$ cat config.mk
export PLATFORM = sky130hd
export DESIGN_NAME = stepper_step_scheduler
export DESIGN_NICKNAME = d
export VERILOG_FILES = /design/src/rtl/stepper_pkg.sv /design/src/rtl/stepper_step_scheduler_delay.sv /design/src/rtl/stepper_step_scheduler.sv
export SDC_FILE = /design/constraint.sdc
export NUM_CORES = 1
export LEC_CHECK = 0
export BUFFER_PORTS_ARGS = -buffer_cell sky130_fd_sc_hd__buf_2
export CORE_ASPECT_RATIO = 2
export CORE_MARGIN = 4
export CORE_UTILIZATION = 30
export CTS_BUF_LIST = sky130_fd_sc_hd__clkbuf_8
export DETAILED_ROUTE_END_ITERATION = 7
export GPL_TIMING_DRIVEN = 0
export HOLD_SLACK_MARGIN = 0.1
export PLACE_DENSITY = 0.48
export SLEW_MARGIN = 30
export SYNTH_ARGS = -nofsm -noshare
export SYNTH_HDL_FRONTEND = slang
export SYNTH_SLANG_ARGS = --single-unit
$ cat constraint.sdc
create_clock -name clk -period 2.3 [get_ports clk]
set_input_delay 0.345 -clock clk [delete_from_list [all_inputs] [get_ports clk]]
set_output_delay 0.345 -clock clk [all_outputs]
set_load 0.01 [all_outputs]
$ cat src/rtl/stepper_pkg.sv
// Shared types, phase tables and helpers for the stepper step scheduler.
// Build macro STEPPER_HALF_STEP_EN selects the 8-entry half-step table; default is the 4-entry wave table.
package stepper_pkg;

  typedef enum logic [1:0] {
    ST_IDLE = 2'd0,
    ST_STEP = 2'd1,
    ST_WAIT = 2'd2
  } state_e;

  localparam int MIN_DELAY = 2;
  localparam int PHASE_W   = 3;

  // Entry 0 sits in the least-significant nibble.
  localparam logic [15:0] WAVE_TABLE = {4'b1000, 4'b0100, 4'b0010, 4'b0001};
  localparam logic [31:0] HALF_TABLE = {4'b1001, 4'b1000, 4'b1100, 4'b0100,
                                        4'b0110, 4'b0010, 4'b0011, 4'b0001};

`ifdef STEPPER_HALF_STEP_EN
  localparam int PHASE_LEN = 8;
`else
  localparam int PHASE_LEN = 4;
`endif

  function automatic logic [3:0] phase_pattern(input logic [PHASE_W-1:0] idx);
    if (PHASE_LEN == 8) return HALF_TABLE[{idx, 2'b00} +: 4];
    return WAVE_TABLE[{idx[1:0], 2'b00} +: 4];
  endfunction

  function automatic logic [PHASE_W-1:0] next_phase(input logic [PHASE_W-1:0] idx,
                                                    input logic fwd);
    if (fwd) return (idx == PHASE_W'(PHASE_LEN - 1)) ? '0 : idx + PHASE_W'(1);
    return (idx == '0) ? PHASE_W'(PHASE_LEN - 1) : idx - PHASE_W'(1);
  endfunction

endpackage

$ cat src/rtl/stepper_step_scheduler_delay.sv
// Inter-step delay down-counter: load has priority, decrements while enabled, stops at zero.
module step_delay_counter #(
  parameter int DELAY_W = 24
) (
  input  logic               clk,
  input  logic               reset,
  input  logic               load,
  input  logic [DELAY_W-1:0] load_value,
  input  logic               enable,
  output logic               zero
);

  logic [DELAY_W-1:0] count;

  always_ff @(posedge clk) begin
    if (reset) begin
      count <= '0;
    end else if (load) begin
      count <= load_value;
    end else if (enable && (count != '0)) begin
      count <= count - DELAY_W'(1);
    end
  end

  assign zero = (count == '0);

endmodule

$ cat src/rtl/stepper_step_scheduler.sv
// Stepper move scheduler: accepts move commands and issues coil phase steps at a fixed period.
// Build macro STEPPER_HALF_STEP_EN (see stepper_pkg) selects half-step vs wave drive.
module stepper_step_scheduler
  import stepper_pkg::*;
#(
  parameter int COUNT_W = 8,
  parameter int DELAY_W = 24
) (
  input  logic               clk,
  input  logic               reset,
  input  logic               cmd_valid,
  output logic               cmd_ready,
  input  logic               cmd_dir,
  input  logic [COUNT_W-1:0] cmd_steps,
  input  logic [DELAY_W-1:0] cmd_delay,
  input  logic               abort,
  output logic [3:0]         stepper_signals,
  output logic               busy,
  output logic               done,
  output logic [COUNT_W-1:0] steps_remaining
);

  state_e             state;
  logic               dir;
  logic [DELAY_W-1:0] delay_eff;
  logic [DELAY_W-1:0] cnt_value;
  logic [PHASE_W-1:0] phase_idx;
  logic [PHASE_W-1:0] phase_nxt;
  logic               zero_pending;
  logic               cnt_load;
  logic               cnt_enable;
  logic               cnt_zero;
  logic               accept;

  assign cmd_ready = (state == ST_IDLE) && !abort;
  assign accept    = cmd_valid && cmd_ready;
  assign busy      = (state != ST_IDLE);
  assign phase_nxt = next_phase(phase_idx, dir);

  // The final step waits one extra cycle so done lands a full period after the last update.
  always_comb begin
    cnt_load   = 1'b0;
    cnt_value  = '0;
    cnt_enable = (state == ST_WAIT);
    if (busy && abort) begin
      cnt_load = 1'b1;
    end else if (state == ST_STEP) begin
      cnt_load  = 1'b1;
      cnt_value = (steps_remaining == COUNT_W'(1)) ? delay_eff - DELAY_W'(1)
                                                    : delay_eff - DELAY_W'(MIN_DELAY);
    end
  end

  step_delay_counter #(.DELAY_W(DELAY_W)) u_delay (
    .clk        (clk),
    .reset      (reset),
    .load       (cnt_load),
    .load_value (cnt_value),
    .enable     (cnt_enable),
    .zero       (cnt_zero)
  );

  always_ff @(posedge clk) begin
    if (reset) begin
      state           <= ST_IDLE;
      dir             <= 1'b0;
      delay_eff       <= DELAY_W'(MIN_DELAY);
      phase_idx       <= '0;
      stepper_signals <= phase_pattern('0);
      steps_remaining <= '0;
      zero_pending    <= 1'b0;
      done            <= 1'b0;
    end else begin
      done         <= zero_pending;
      zero_pending <= 1'b0;
      case (state)
        ST_IDLE: begin
          if (accept) begin
            dir             <= cmd_dir;
            delay_eff       <= (cmd_delay < DELAY_W'(MIN_DELAY)) ? DELAY_W'(MIN_DELAY) : cmd_delay;
            steps_remaining <= cmd_steps;
            if (cmd_steps != '0) state <= ST_STEP;
            else zero_pending <= 1'b1;
          end
        end
        ST_STEP: begin
          phase_idx       <= phase_nxt;
          stepper_signals <= phase_pattern(phase_nxt);
          if (abort) begin
            state           <= ST_IDLE;
            steps_remaining <= '0;
          end else begin
            state           <= ST_WAIT;
            steps_remaining <= steps_remaining - COUNT_W'(1);
          end
        end
        ST_WAIT: begin
          if (abort) begin
            state           <= ST_IDLE;
            steps_remaining <= '0;
          end else if (cnt_zero) begin
            if (steps_remaining != '0) begin
              state <= ST_STEP;
            end else begin
              state <= ST_IDLE;
              done  <= 1'b1;
            end
          end
        end
        default: state <= ST_IDLE;
      endcase
    end
  end

endmodule

## Word-level counts from Yosys, hierarchy flattened

Cells that the tools add are included.

- Flip-flop bits (word level): 68
- Input bits: 37
- Output and inout port bits: 15
- Logic and storage cells: 74

- $add $sub $neg: 6
- Magnitude comparators: 1
- Equality and inequality tests: 8
- Shift-type cells: 1
- Mux-type cells: 29
- Bitwise operators: 2
- Reduce and logical (&&, ||, !) cells: 18

Operator list:

| operator | count |
|---|---|
| 24-bit two-way mux | 6 |
| 24-bit by 1-bit subtractor with 24-bit output (second input constant) | 2 |
| 24-bit zero test | 1 |
| 24-bit by 2-bit < comparator with 1-bit output (second input constant) | 1 |
| 8-bit two-way mux | 3 |
| 8-bit case mux with 3 select lines | 1 |
| 24-bit nonzero test | 1 |
| 24-bit by 2-bit subtractor with 24-bit output (second input constant) | 1 |
| 8-bit nonzero test | 2 |
| 16-bit by 5-bit indexed part select with 4-bit output (first input constant) | 1 |
| 3-bit two-way mux | 4 |
| 2-bit two-way mux | 5 |
| 1-bit two-way mux | 9 |
| 8-bit by 1-bit == test with 1-bit output (second input constant) | 1 |
| 8-bit by 1-bit subtractor with 8-bit output (second input constant) | 1 |
| 2-bit case mux with 3 select lines | 1 |
| 3-bit AND reduction | 2 |
| 1-bit logical AND | 4 |
| 2-bit inequality test (second input constant) | 2 |
| 2-bit nonzero test | 2 |
| 3-bit by 1-bit adder with 3-bit output (second input constant) | 1 |
| 3-bit by 2-bit == test with 1-bit output (second input constant) | 1 |
| 3-bit zero test | 1 |
| 3-bit inequality test (second input constant) | 1 |
| other kinds (10) | 11 |

## Depth between registers and ports, before layout

- Depth in word-level cells: 5
- Gate-level depth with buffers: 9
- Gate-level depth less buffers: 8

## Hierarchy

A second synthesis with hierarchy kept.

- Cells, all modules: 553
- Area, all modules: 4301.6 sq um

By module, submodules not included:

| module | instances | cells an instance | area each (sq um) | sequential area each (sq um) |
|---|---|---|---|---|
| stepper_step_scheduler | 1 | 377 | 2795.2 | 880.8 |
| step_delay_counter | 1 | 176 | 1506.4 | 480.5 |

## Least setup slack after synthesis

OpenSTA, ideal clock, no wires.

- Path kind: reg-to-reg
- Start point: register u_delay.count[0]
- End point: register u_delay.count[15]
- Setup time: 0.127 ns
- Arrival: 2.277 ns
- Required time: 2.173 ns
- Slack: -0.104 ns
- Cell stages (with the launch flop): 7
- Buffers on the path: 0
- Clock period less this slack: 2.404 ns
- Cell sequence: dfxtp_1 -> or4_4 -> or4_4 -> a211oi_4 -> nand2_2 -> o311a_1 -> or3_1

- Cells in the longest elaborated chain, start to end: 3
- Elaborated cells between the ends (all ways): 6
- Classes of those cells: add/sub: 1; mux: 2; reduce/logical: 3

RTL lines:

| element | RTL line | source |
|---|---|---|
| start, declared | stepper_step_scheduler_delay.sv:13 | `logic [DELAY_W-1:0] count;` |
| start signal, assigned | stepper_step_scheduler_delay.sv:19 | `count <= load_value;` |
| start signal, assigned | stepper_step_scheduler_delay.sv:21 | `count <= count - DELAY_W'(1);` |
| 24-bit by 1-bit subtractor with 24-bit output / 24-bit nonzero test (equally long branches) | stepper_step_scheduler_delay.sv:21, stepper_step_scheduler_delay.sv:20 |  |
| 24-bit two-way mux / 1-bit logical AND (equally long branches) | stepper_step_scheduler_delay.sv:20 | `end else if (enable && (count != '0)) begin` |
| 24-bit two-way mux / 2-bit nonzero test (equally long branches) | -- |  |

Several ways; a longest one is shown, not always the timed one. The select of a mux whose other input is x is not followed.
A chain may end at the register's enable or synchronous reset.

## Worst setup path after layout

- Start point: register u_delay.count[1]
- End point: register u_delay.count[15]

The elaborated chain is that of the path after synthesis.

==> flow_summary.ini <==
[status]
status = finished, violations left
violations = negative setup slack

[grt]
track_usage_pct = 18.7
antenna_found_initial = 0
grt_overflow_total = 0
grt_pass1_wl_um = 21300
grt_pass1_vias = 4160
grt_start_max_net_pins = 12

[floorplan]
dieArea_mm2 = 0.0150
rows = 58
core_area_mm2 = 0.0126
die_w_um = 88.6
ios = 52
die_y_um = 169
initial_utilization_pct = 30.9

[setup_path]
crit_type = reg2reg
crit_start = u_delay.count[1]
cp_max_fo = 4
crit_slowest_cell = or4_4
worstSetupStartpointType = flip-flop
cp-end-kind = flip-flop
path_common_cell = or4_4
critical_path.max_stage_delay_ps = 510
cp.arrival_ps = 2600
crit_buf_inv = 0
path_delay_family = simple AND/OR/NAND/NOR gates
timing.rr.start = u_delay.count[1]
required_ps = 2540
crit_chain = or4_4, or4_4, a211oi_4, nand2_2, o311a_1, or3_1

[route]
drcViolationCount = 0
drt_wl_total_um = 13600
avgRoutedWirePerCell_um = 18.3
drtIter0Drc = 155
ant_nets = 0
routed_via_density = 5.49
dr_total_vias = 4089
drtPass1Iterations = 4

[yosys]
syn_area_mm2 = 0.00390
yosysUniqueCellTypes = 54
yosysMostFrequentCell = nand2_1
syn_nets = 559
netlist_top_cells_count = 75 x nand2_1, 68 x dfxtp_1, 47 x nor2_1
synth_top_area_share_pct = 34.9
avgSynthCellArea_um2 = 7.67
syn_inst = 508
synthFlopType = dfxtp_1
synth_seq_cells = 68
async_reset_ff_share_pct = 0
synth_top_cell_by_area = dfxtp_1
seq_area_frac_synth_pct = 34.9
yosys_warnings = 0
synth_edf_count = 0
synth_area_leaders = dfxtp_1 35%, nand2_1 7.2%, a21oi_1 5.1%, nor2_1 4.5%, ha_1 4.5%

[placement]
place_inst = 708
globalplace.congestion = 0.852
port_buffers = 50
place_hpwl_um = 10500
place_area_mm2 = 0.00433

[timing]
rsz0062_at_grt = yes
min_period_over_period_pct = 103
layout_setup_ws_ps = -63.8
setup_viol = 3
relSlewSlack_pct = 56.6
fmax_ghz = 0.423
tightest_slew_ps = 650
maxSlewViolCount = 0
fin_setup_tns_ps = -87.7
hold_viol_final = 0
min_period_ps = 2360
skew_ps = 8.97

[power]
powerDensity_mw_per_mm2 = 894
clkPwrFrac_pct = 22.9
peakVddDrop_mv = 0.514
power.leakage_nw = 1.90
p_sw_share_pct = 39.2
p_sw_mw = 1.76
pwr-share-seq_pct = 33.6
combinationalPowerShare_pct = 43.4
p_int_mw = 2.73

[finish]
ff_latch_area_mm2 = 0.00138
multi_input_comb_area_mm2 = 0.00261
layout-drive-gt1-share_pct = 27.1
fillCellCount = 1381
diodes = 0
finalInstanceArea_mm2 = 0.00502
final_cells = 745
area_growth_pct = 28.8
fin_util_pct = 39.7
nets = 641

[cts]
clock_sinks = 68
clkTransAtPathRegs_ps = 80
clk_latency_ps = 350
clockBufferDepth = 2
h-tree-depth = 3
cts_hold_buf = 0
clockRootBuffer = clkbuf_8
cts_tree = yes
cts_buffers = 9

[job]
cap_violations = 0

[worst_hold_path]
hold_start = cmd_delay[10]
worstHoldPathType = in2reg
==> tightest hold or removal path, cell delays in order <==
cell	delay, ps
buf_2	100
nand2_1	50
a21oi_1	50
==> metrics by stage <==
stage | total power [mW] | hold WS [ps] | worst slack, ps
after global placement | 3.03 | 449 | -408
after floorplan | 2.57 | 413 | -46.6
after detailed placement | 3.05 | 456 | -447
after global routing | 4.75 | 230 | -119
after CTS | 4.36 | 227 | -115
final | 4.49 | 244 | -63.8
==> registers in the layout (all words and copies together), names as in the netlist <==
signal           flops
steps_remaining      8
u_delay.count       24
zero_pending         1
phase_idx            3
done                 1
dir                  1
delay_eff           24
state                2
stepper_signals      4
==> layout make-up <==
| type | count | share of cell area, % |
|---|---|---|
| flip-flops and latches | 68 | 27.4 |
| clock inverters | 5 | 1.02 |
| repair buffers | 74 | 8.73 |
| clock buffers | 11 | 3.02 |
| multi-input cells | 389 | 52.0 |
| plain buffers | 20 | 1.87 |
| well taps | 150 | 3.74 |
| inverters | 28 | 2.22 |
==> worst paths after layout <==
kind                            cells past startpoint  slack [ps]                 end
worst max-delay path                                6         -60   u_delay.count[15]
worst min-delay path                                3         240       delay_eff[10]
worst max register to register                      6         -60   u_delay.count[15]
worst min register to register                      2         460  stepper_signals[3]
==> power by group through the flow <==
stage	registers [mW]	logic [mW]	clock network (mW)
after global placement	1.49	1.54	0
after global routing	1.53	2.12	1.11
after detailed placement	1.49	1.56	0
after floorplan	1.46	1.10	0
after CTS	1.49	1.81	1.06
final	1.51	1.95	1.03
==> cell families (layout without fill, tap and decap cells) <==
kind of cell    Yosys count  count (layout)  share of synthesized area [%]
compound gates          118             118                           19.4
mux                       2               2                          0.514
simple gates            223             223                           28.5
flops                    68              68                           34.9
buf+inv                  51             138                           5.01
xor+xnor                 32              32                           7.19
fa+ha+maj                14              14                           4.50
==> timing repair <==
item,in CTS,in global routing
hold endpoints to repair,0,0
pin swaps,14,14
resized for setup,49,34
buffers inserted,14,10
setup endpoints to repair,34,51
==> routing by layer <==
layer / vias up / wire (µm) / global-route usage [%]
met5: - / 0 / 0
met3: 28 / 418 / 2.92
met1: 1972 / 4640 / 17.5
met4: 0 / 495 / 9.87
li1: 1986 / - / -
met2: 103 / 8070 / 36.8
==> cell usage in the layout (no fill, tap or decap), types with 6 or more instances in the layout <==
cell type | Yosys | final
a211oi_1 | 8 | 7
a21oi_1 | 40 | 38
buf_2 | 0 | 51
buf_4 | 1 | 22
clkbuf_1 | 20 | 10
clkbuf_8 | 0 | 11
dfxtp_1 | 68 | 60
dfxtp_2 | 0 | 6
ha_1 | 14 | 11
inv_1 | 27 | 26
nand2_1 | 75 | 73
nand2b_1 | 8 | 8
nand3_1 | 13 | 12
nand4_1 | 7 | 7
nor2_1 | 47 | 44
nor3_1 | 23 | 20
nor4_1 | 13 | 10
o21ai_0 | 16 | 16
o22ai_1 | 17 | 16
or4_4 | 2 | 9
xnor2_1 | 14 | 12
xor2_1 | 18 | 16
Power figures use the tool's default switching activity.
